File: src/rtl/gen_fifo_defines_pkg.sv
// Shared definitions for the funct_generator datapath and its command sequencer.
package gen_fifo_defines_pkg;

    localparam int unsigned SEQ_CNT_WIDTH = 16;
    localparam int unsigned SEL_WIDTH     = 2;

    localparam logic [SEL_WIDTH-1:0] SEL_SIN   = 2'b00;
    localparam logic [SEL_WIDTH-1:0] SEL_COS   = 2'b01;
    localparam logic [SEL_WIDTH-1:0] SEL_TRIAN = 2'b10;
    localparam logic [SEL_WIDTH-1:0] SEL_SQUA  = 2'b11;

    typedef enum logic [2:0] {
        IDLE,
        CONFIG,
        CLEAR,
        RUN,
        DONE
    } seq_state_t;

endpackage

File: src/rtl/gen_sample_counter.sv
// Sample counter: clear, increment, and terminal count when the next increment reaches len.
module gen_sample_counter #(
    parameter int unsigned W = 16
) (
    input  logic         clk,
    input  logic         rst,
    input  logic         clr,
    input  logic         inc,
    input  logic [W-1:0] len,
    output logic [W-1:0] cnt,
    output logic         tc_c
);

    // len == 0 means continuous: count wraps and never terminates.
    assign tc_c = inc && (len != '0) && ((cnt + W'(1)) == len);

    always_ff @(posedge clk or posedge rst) begin
        if (rst) begin
            cnt <= '0;
        end else if (clr) begin
            cnt <= '0;
        end else if (inc) begin
            cnt <= cnt + W'(1);
        end
    end

endmodule

File: src/rtl/funct_generator_seq_ctrl.sv
// Command sequencer for funct_generator: amplitude config, address clear, then throttled address stepping.
module funct_generator_seq_ctrl
    import gen_fifo_defines_pkg::*;
#(
    parameter int unsigned INT_BITS  = 8,
    parameter int unsigned LUT_ADDR  = 8,
    parameter int unsigned CNT_WIDTH = SEQ_CNT_WIDTH
) (
    input  logic                 clk,
    input  logic                 rst,
    input  logic                 cmd_valid_i,
    output logic                 cmd_ready_o,
    input  logic [1:0]           cmd_sel_i,
    input  logic [INT_BITS-1:0]  cmd_amp_i,
    input  logic [CNT_WIDTH-1:0] cmd_len_i,
    input  logic                 abort_i,
    input  logic                 fifo_full_i,
    output logic [1:0]           sel_o,
    output logic [INT_BITS-1:0]  amp_o,
    output logic                 en_config_amp_o,
    output logic                 clrh_addr_o,
    output logic                 enh_gen_o,
    output logic                 busy_o,
    output logic                 done_o,
    output logic [CNT_WIDTH-1:0] sample_cnt_o
);

    // The generator wraps its own LUT address, so only a sanity bound is needed here.
    if (LUT_ADDR == 0) begin : g_bad_lut_addr
        $error("LUT_ADDR must be nonzero");
    end

    seq_state_t           state_q;
    seq_state_t           state_d;
    logic [CNT_WIDTH-1:0] len_q;
    logic                 cnt_clr;
    logic                 enh_c;
    logic                 tc_c;

    gen_sample_counter #(
        .W (CNT_WIDTH)
    ) u_cnt (
        .clk  (clk),
        .rst  (rst),
        .clr  (cnt_clr),
        .inc  (enh_c),
        .len  (len_q),
        .cnt  (sample_cnt_o),
        .tc_c (tc_c)
    );

    // Next-state decode; enh is the only output that follows inputs combinationally.
    always_comb begin
        state_d = state_q;
        cnt_clr = 1'b0;
        enh_c   = 1'b0;
        case (state_q)
            IDLE: begin
                if (cmd_valid_i) begin
                    state_d = CONFIG;
                    cnt_clr = 1'b1;
                end
            end
            CONFIG: state_d = abort_i ? DONE : CLEAR;
            CLEAR:  state_d = abort_i ? DONE : RUN;
            RUN: begin
                if (abort_i) begin
                    state_d = DONE;
                end else begin
                    enh_c = !fifo_full_i;
                    if (tc_c) begin
                        state_d = DONE;
                    end
                end
            end
            DONE:    state_d = IDLE;
            default: state_d = IDLE;
        endcase
    end

    assign enh_gen_o = enh_c;

    // Strobes are registered from the next state so they line up with the state they describe.
    always_ff @(posedge clk or posedge rst) begin
        if (rst) begin
            state_q         <= IDLE;
            len_q           <= '0;
            sel_o           <= '0;
            amp_o           <= '0;
            en_config_amp_o <= 1'b0;
            clrh_addr_o     <= 1'b0;
            done_o          <= 1'b0;
            busy_o          <= 1'b0;
            cmd_ready_o     <= 1'b1;
        end else begin
            state_q         <= state_d;
            en_config_amp_o <= (state_d == CONFIG);
            clrh_addr_o     <= (state_d == CLEAR);
            done_o          <= (state_d == DONE);
            busy_o          <= (state_d != IDLE);
            cmd_ready_o     <= (state_d == IDLE);
            if ((state_q == IDLE) && cmd_valid_i) begin
                sel_o <= cmd_sel_i;
                amp_o <= cmd_amp_i;
                len_q <= cmd_len_i;
            end
        end
    end

endmodule

File: config.mk
export PLATFORM = sky130hd
export DESIGN_NAME = funct_generator_seq_ctrl
export DESIGN_NICKNAME = d
export VERILOG_FILES = /design/src/rtl/gen_fifo_defines_pkg.sv /design/src/rtl/gen_sample_counter.sv /design/src/rtl/funct_generator_seq_ctrl.sv
export SDC_FILE = /design/constraint.sdc
export NUM_CORES = 1
export LEC_CHECK = 0
export BUFFER_PORTS_ARGS = -buffer_cell sky130_fd_sc_hd__buf_2
export CAP_MARGIN = 5
export CORE_MARGIN = 2
export CORE_UTILIZATION = 35
export DETAILED_ROUTE_END_ITERATION = 16
export GPL_ROUTABILITY_DRIVEN = 0
export PLACE_DENSITY_LB_ADDON = 0.1
export SLEW_MARGIN = 20
export SYNTH_ARGS = -nofsm -noshare
export SYNTH_HDL_FRONTEND = slang
export SYNTH_SLANG_ARGS = --single-unit
File: constraint.sdc
create_clock -name clk -period 2.9 [get_ports clk]
set_input_delay 0.145 -clock clk [delete_from_list [all_inputs] [get_ports clk]]
set_output_delay 0.145 -clock clk [all_outputs]
set_load 0.05 [all_outputs]
==> impl_metrics.env <==
export IMPL_outcome="finished, violations left"
export IMPL_failed_checks="negative hold slack"
export IMPL_crit_fanout=9
export IMPL_synth_area_mux_share_pct=12.1
export IMPL_rsz0062_at_grt="false"
export IMPL_critical_path_max_stage_delay_ns=0.52
export IMPL_fmax_ghz=0.389
export IMPL_synthFlopType="dfrtp_1"
export IMPL_row_count=31
export IMPL_vias_per_cell=5.07
export IMPL_path_buf_inv=0
export IMPL_grt_busiest_layer="met1"
export IMPL_ys_seq_area_share_pct=48.4
export IMPL_r2r_start="u_cnt.cnt[0]"
export IMPL_fin_hold_ws_ns=-0.0186
export IMPL_synth_compound_gate_area_share_pct=11.5
export IMPL_grt_usage_pct=16.2
export IMPL_min_path_type="in2async"
export IMPL_ys_seq_elements=50
export IMPL_num_antenna_cells=0
export IMPL_slew_headroom_pct=41.7
export IMPL_yosysTopAreaCellShare_pct=47.4
export IMPL_cpMaxStageDelayCell="dfrtp_1"
export IMPL_syn_inst=236
export IMPL_crit_arrival_ns=2.77
export IMPL_p_leak_nw=1.41
export IMPL_synth_fa_ha_area_share_pct=0.483
export IMPL_h_tree_depth=2
export IMPL_critPathKind="reg2reg"
export IMPL_design_die_area_um2=8100
export IMPL_clockRootBuffer="clkbuf_8"
export IMPL_path_cells="ha_1 > nand3_2 > nor4_1 > mux2_1 > mux2i_1 > nand4_2 > a31o_1"
export IMPL_final_common_cell="buf_2"
export IMPL_timing_final_crit_share_pct=88.7
export IMPL_start_util_pct=35.9
export IMPL_globalRouteMet3Util_pct=3.77
export IMPL_period_minus_slack_ns=2.57
export IMPL_grt_max_degree=51
export IMPL_yosysTopAreaCell="dfrtp_1"
export IMPL_ys_warn_count=0
export IMPL_synthSimpleGateAreaFrac_pct=17.5
export IMPL_finalSetupViolations=0
export IMPL_synth_edff_count=0
export IMPL_grt_first_pass_wirelength_um=10500
export IMPL_setup_tns_ns=0
export IMPL_async_flop_share_pct=100
export IMPL_yosys_top_cells_area="dfrtp_1, mux2_2, xnor2_1"
export IMPL_core_area_um2=7210
export IMPL_cts_path_max_buffers=2
export IMPL_synth_xor_area_share_pct=7.44
export IMPL_avgSynthCellArea_um2=11.0
export IMPL_io_buffers=62
export IMPL_rr_endpoint="state_q[0]"
export IMPL_start_kind="flip-flop"
export IMPL_required_ns=3.10
export IMPL_clk_pin_slew_ns=0.10
export IMPL_worstMarginPinSlew_ns=0.873
export IMPL_yosys_cell_types_count=48
export IMPL_r2r_setup_slack_ns=0.33
export IMPL_syn_area_um2=2590
export IMPL_wl_um=6290
export IMPL_synth_top_family_by_area="simple AND/OR/NAND/NOR gates"
export IMPL_end_kind="flip-flop"
export IMPL_fill_cells=738
export IMPL_cts_buffers=5
export IMPL_nets=330
export IMPL_skew_ns=0.00412
export IMPL_grt_pass1_vias=2018
export IMPL_met2_usage_pct=23.5
export IMPL_final_cell_mix="buf_2, dfrtp_1, mux2_2, nand2_1, xnor2_1"
export IMPL_instances_no_fill=398
export IMPL_syn2layout_area_growth_pct=20.8
export IMPL_syn_num_nets=268
export IMPL_drive_above_1_share_pct=34.8
export IMPL_cts_tree="done"
export IMPL_clock_latency_ns=0.31
export IMPL_antenna_found_initial=0
export IMPL_die_y_um=90
export IMPL_drc=0
export IMPL_dp_hpwl_um=4500
export IMPL_wl_per_cell_um=15.8
export IMPL_ir_drop_mv=0.498
export IMPL_slew_viol_final=0
export IMPL_grt_util_met1_pct=23.7
export IMPL_firstDrtPassIters=4
export IMPL_p_per_area_nw_per_um2=906
export IMPL_first_iter_violations=96
export IMPL_r2r_cells=7
export IMPL_hold_viol_final=49
export IMPL_holdBufCountCts=0
export IMPL_ios=63
export IMPL_dp_cells=390
export IMPL_cts_resized=0
export IMPL_cts_setup_buffers=0
export IMPL_cap_violations=0
export IMPL_grt_ovfl_total=0
export IMPL_numClockSinks=50
export IMPL_critPathTopFamily="simple AND/OR/NAND/NOR gates"
export IMPL_die_x_um=90
export IMPL_postRouteAntennaNets=0
export IMPL_vias=2018
[registers in the layout, summed over array words and instances (netlist names)]
signal	flops
len_q	16
u_cnt.cnt	16
amp_o	8
state_q	3
sel_o	2
busy_o	1
clrh_addr_o	1
cmd_ready_o	1
done_o	1
en_config_amp_o	1
[per-layer routing]
metal  routed length [um]  up-vias
met5                    0        -
met4                   93        0
met2                 2750       60
li1                     -      979
met3                  365        8
met1                 3080      971
[worst register-to-register path, stage by stage, from the launching register on]
cell and delay [ns]:
dfrtp_1 0.52, ha_1 0.32, nand3_2 0.20, nor4_1 0.46, mux2_1 0.37, mux2i_1 0.16
nand4_2 0.17, a31o_1 0.26
[cell usage after synthesis (4+ instances only)]
cell,number
dfrtp_1,49
mux2_2,18
nand2_1,18
xnor2_1,18
nor2_1,13
o21ai_1,13
mux2_1,9
clkbuf_1,8
o21ai_0,8
a21oi_1,5
inv_1,5
and3_1,4
nand3b_1,4
nor3_1,4
or4_1,4
xor2_1,4
[kinds of logic after synthesis]
| logic type | Yosys count |
|---|---|
| mux | 28 |
| simple gates | 74 |
| compound gates | 44 |
| xor+xnor | 22 |
| buf+inv | 17 |
| flops | 50 |
| fa+ha+maj | 1 |
[through the flow]
step | util, % | power, mW | setup slack (ns) | hold WS [ns] | instance area [um^2]
after floorplan | - | 2.04 | 0.284 | 0.218 | 2590
after global placement | 41.8 | 2.33 | 0.494 | 0.354 | 3010
after detailed placement | 41.8 | 2.35 | 0.401 | 0.343 | 3010
after CTS | 43.3 | 2.87 | 0.338 | 0.0137 | 3130
after global routing | 43.3 | 3.01 | 0.0785 | 0.0115 | 3130
final | 43.3 | 2.83 | 0.328 | -0.0186 | 3130
[cell type report]
class	instances	area (um^2)	share of cell area, %
Inverter	6	23.8	0.760
Timing Repair Buffer	66	340	10.9
Clock inverter	3	43.8	1.40
Multi-Input combinational cell	169	1270	40.7
Clock buffer	5	68.8	2.20
Tap cell	99	124	3.96
Sequential cell	50	1250	40.1
[where the power goes]
part	total, mW	internal [mW]	leakage (nW)	switching [mW]
Combinational	1.18	0.453	0.721	0.727
Clock	0.510	0.259	0.0585	0.251
Sequential	1.14	0.937	0.628	0.204
Total	2.83	1.65	1.41	1.18
[worst max path at each step]
stage | from | to | cells past startpoint
finish | u_cnt.cnt[0] | state_q[0] | 7
global route | u_cnt.cnt[0] | state_q[0] | 7
CTS | u_cnt.cnt[0] | state_q[0] | 7
detailed placement | u_cnt.cnt[0] | state_q[0] | 7
global placement | u_cnt.cnt[0] | state_q[0] | 7
floorplan | u_cnt.cnt[0] | state_q[0] | 7
No activity file was read; power rests on OpenSTA's default activity.
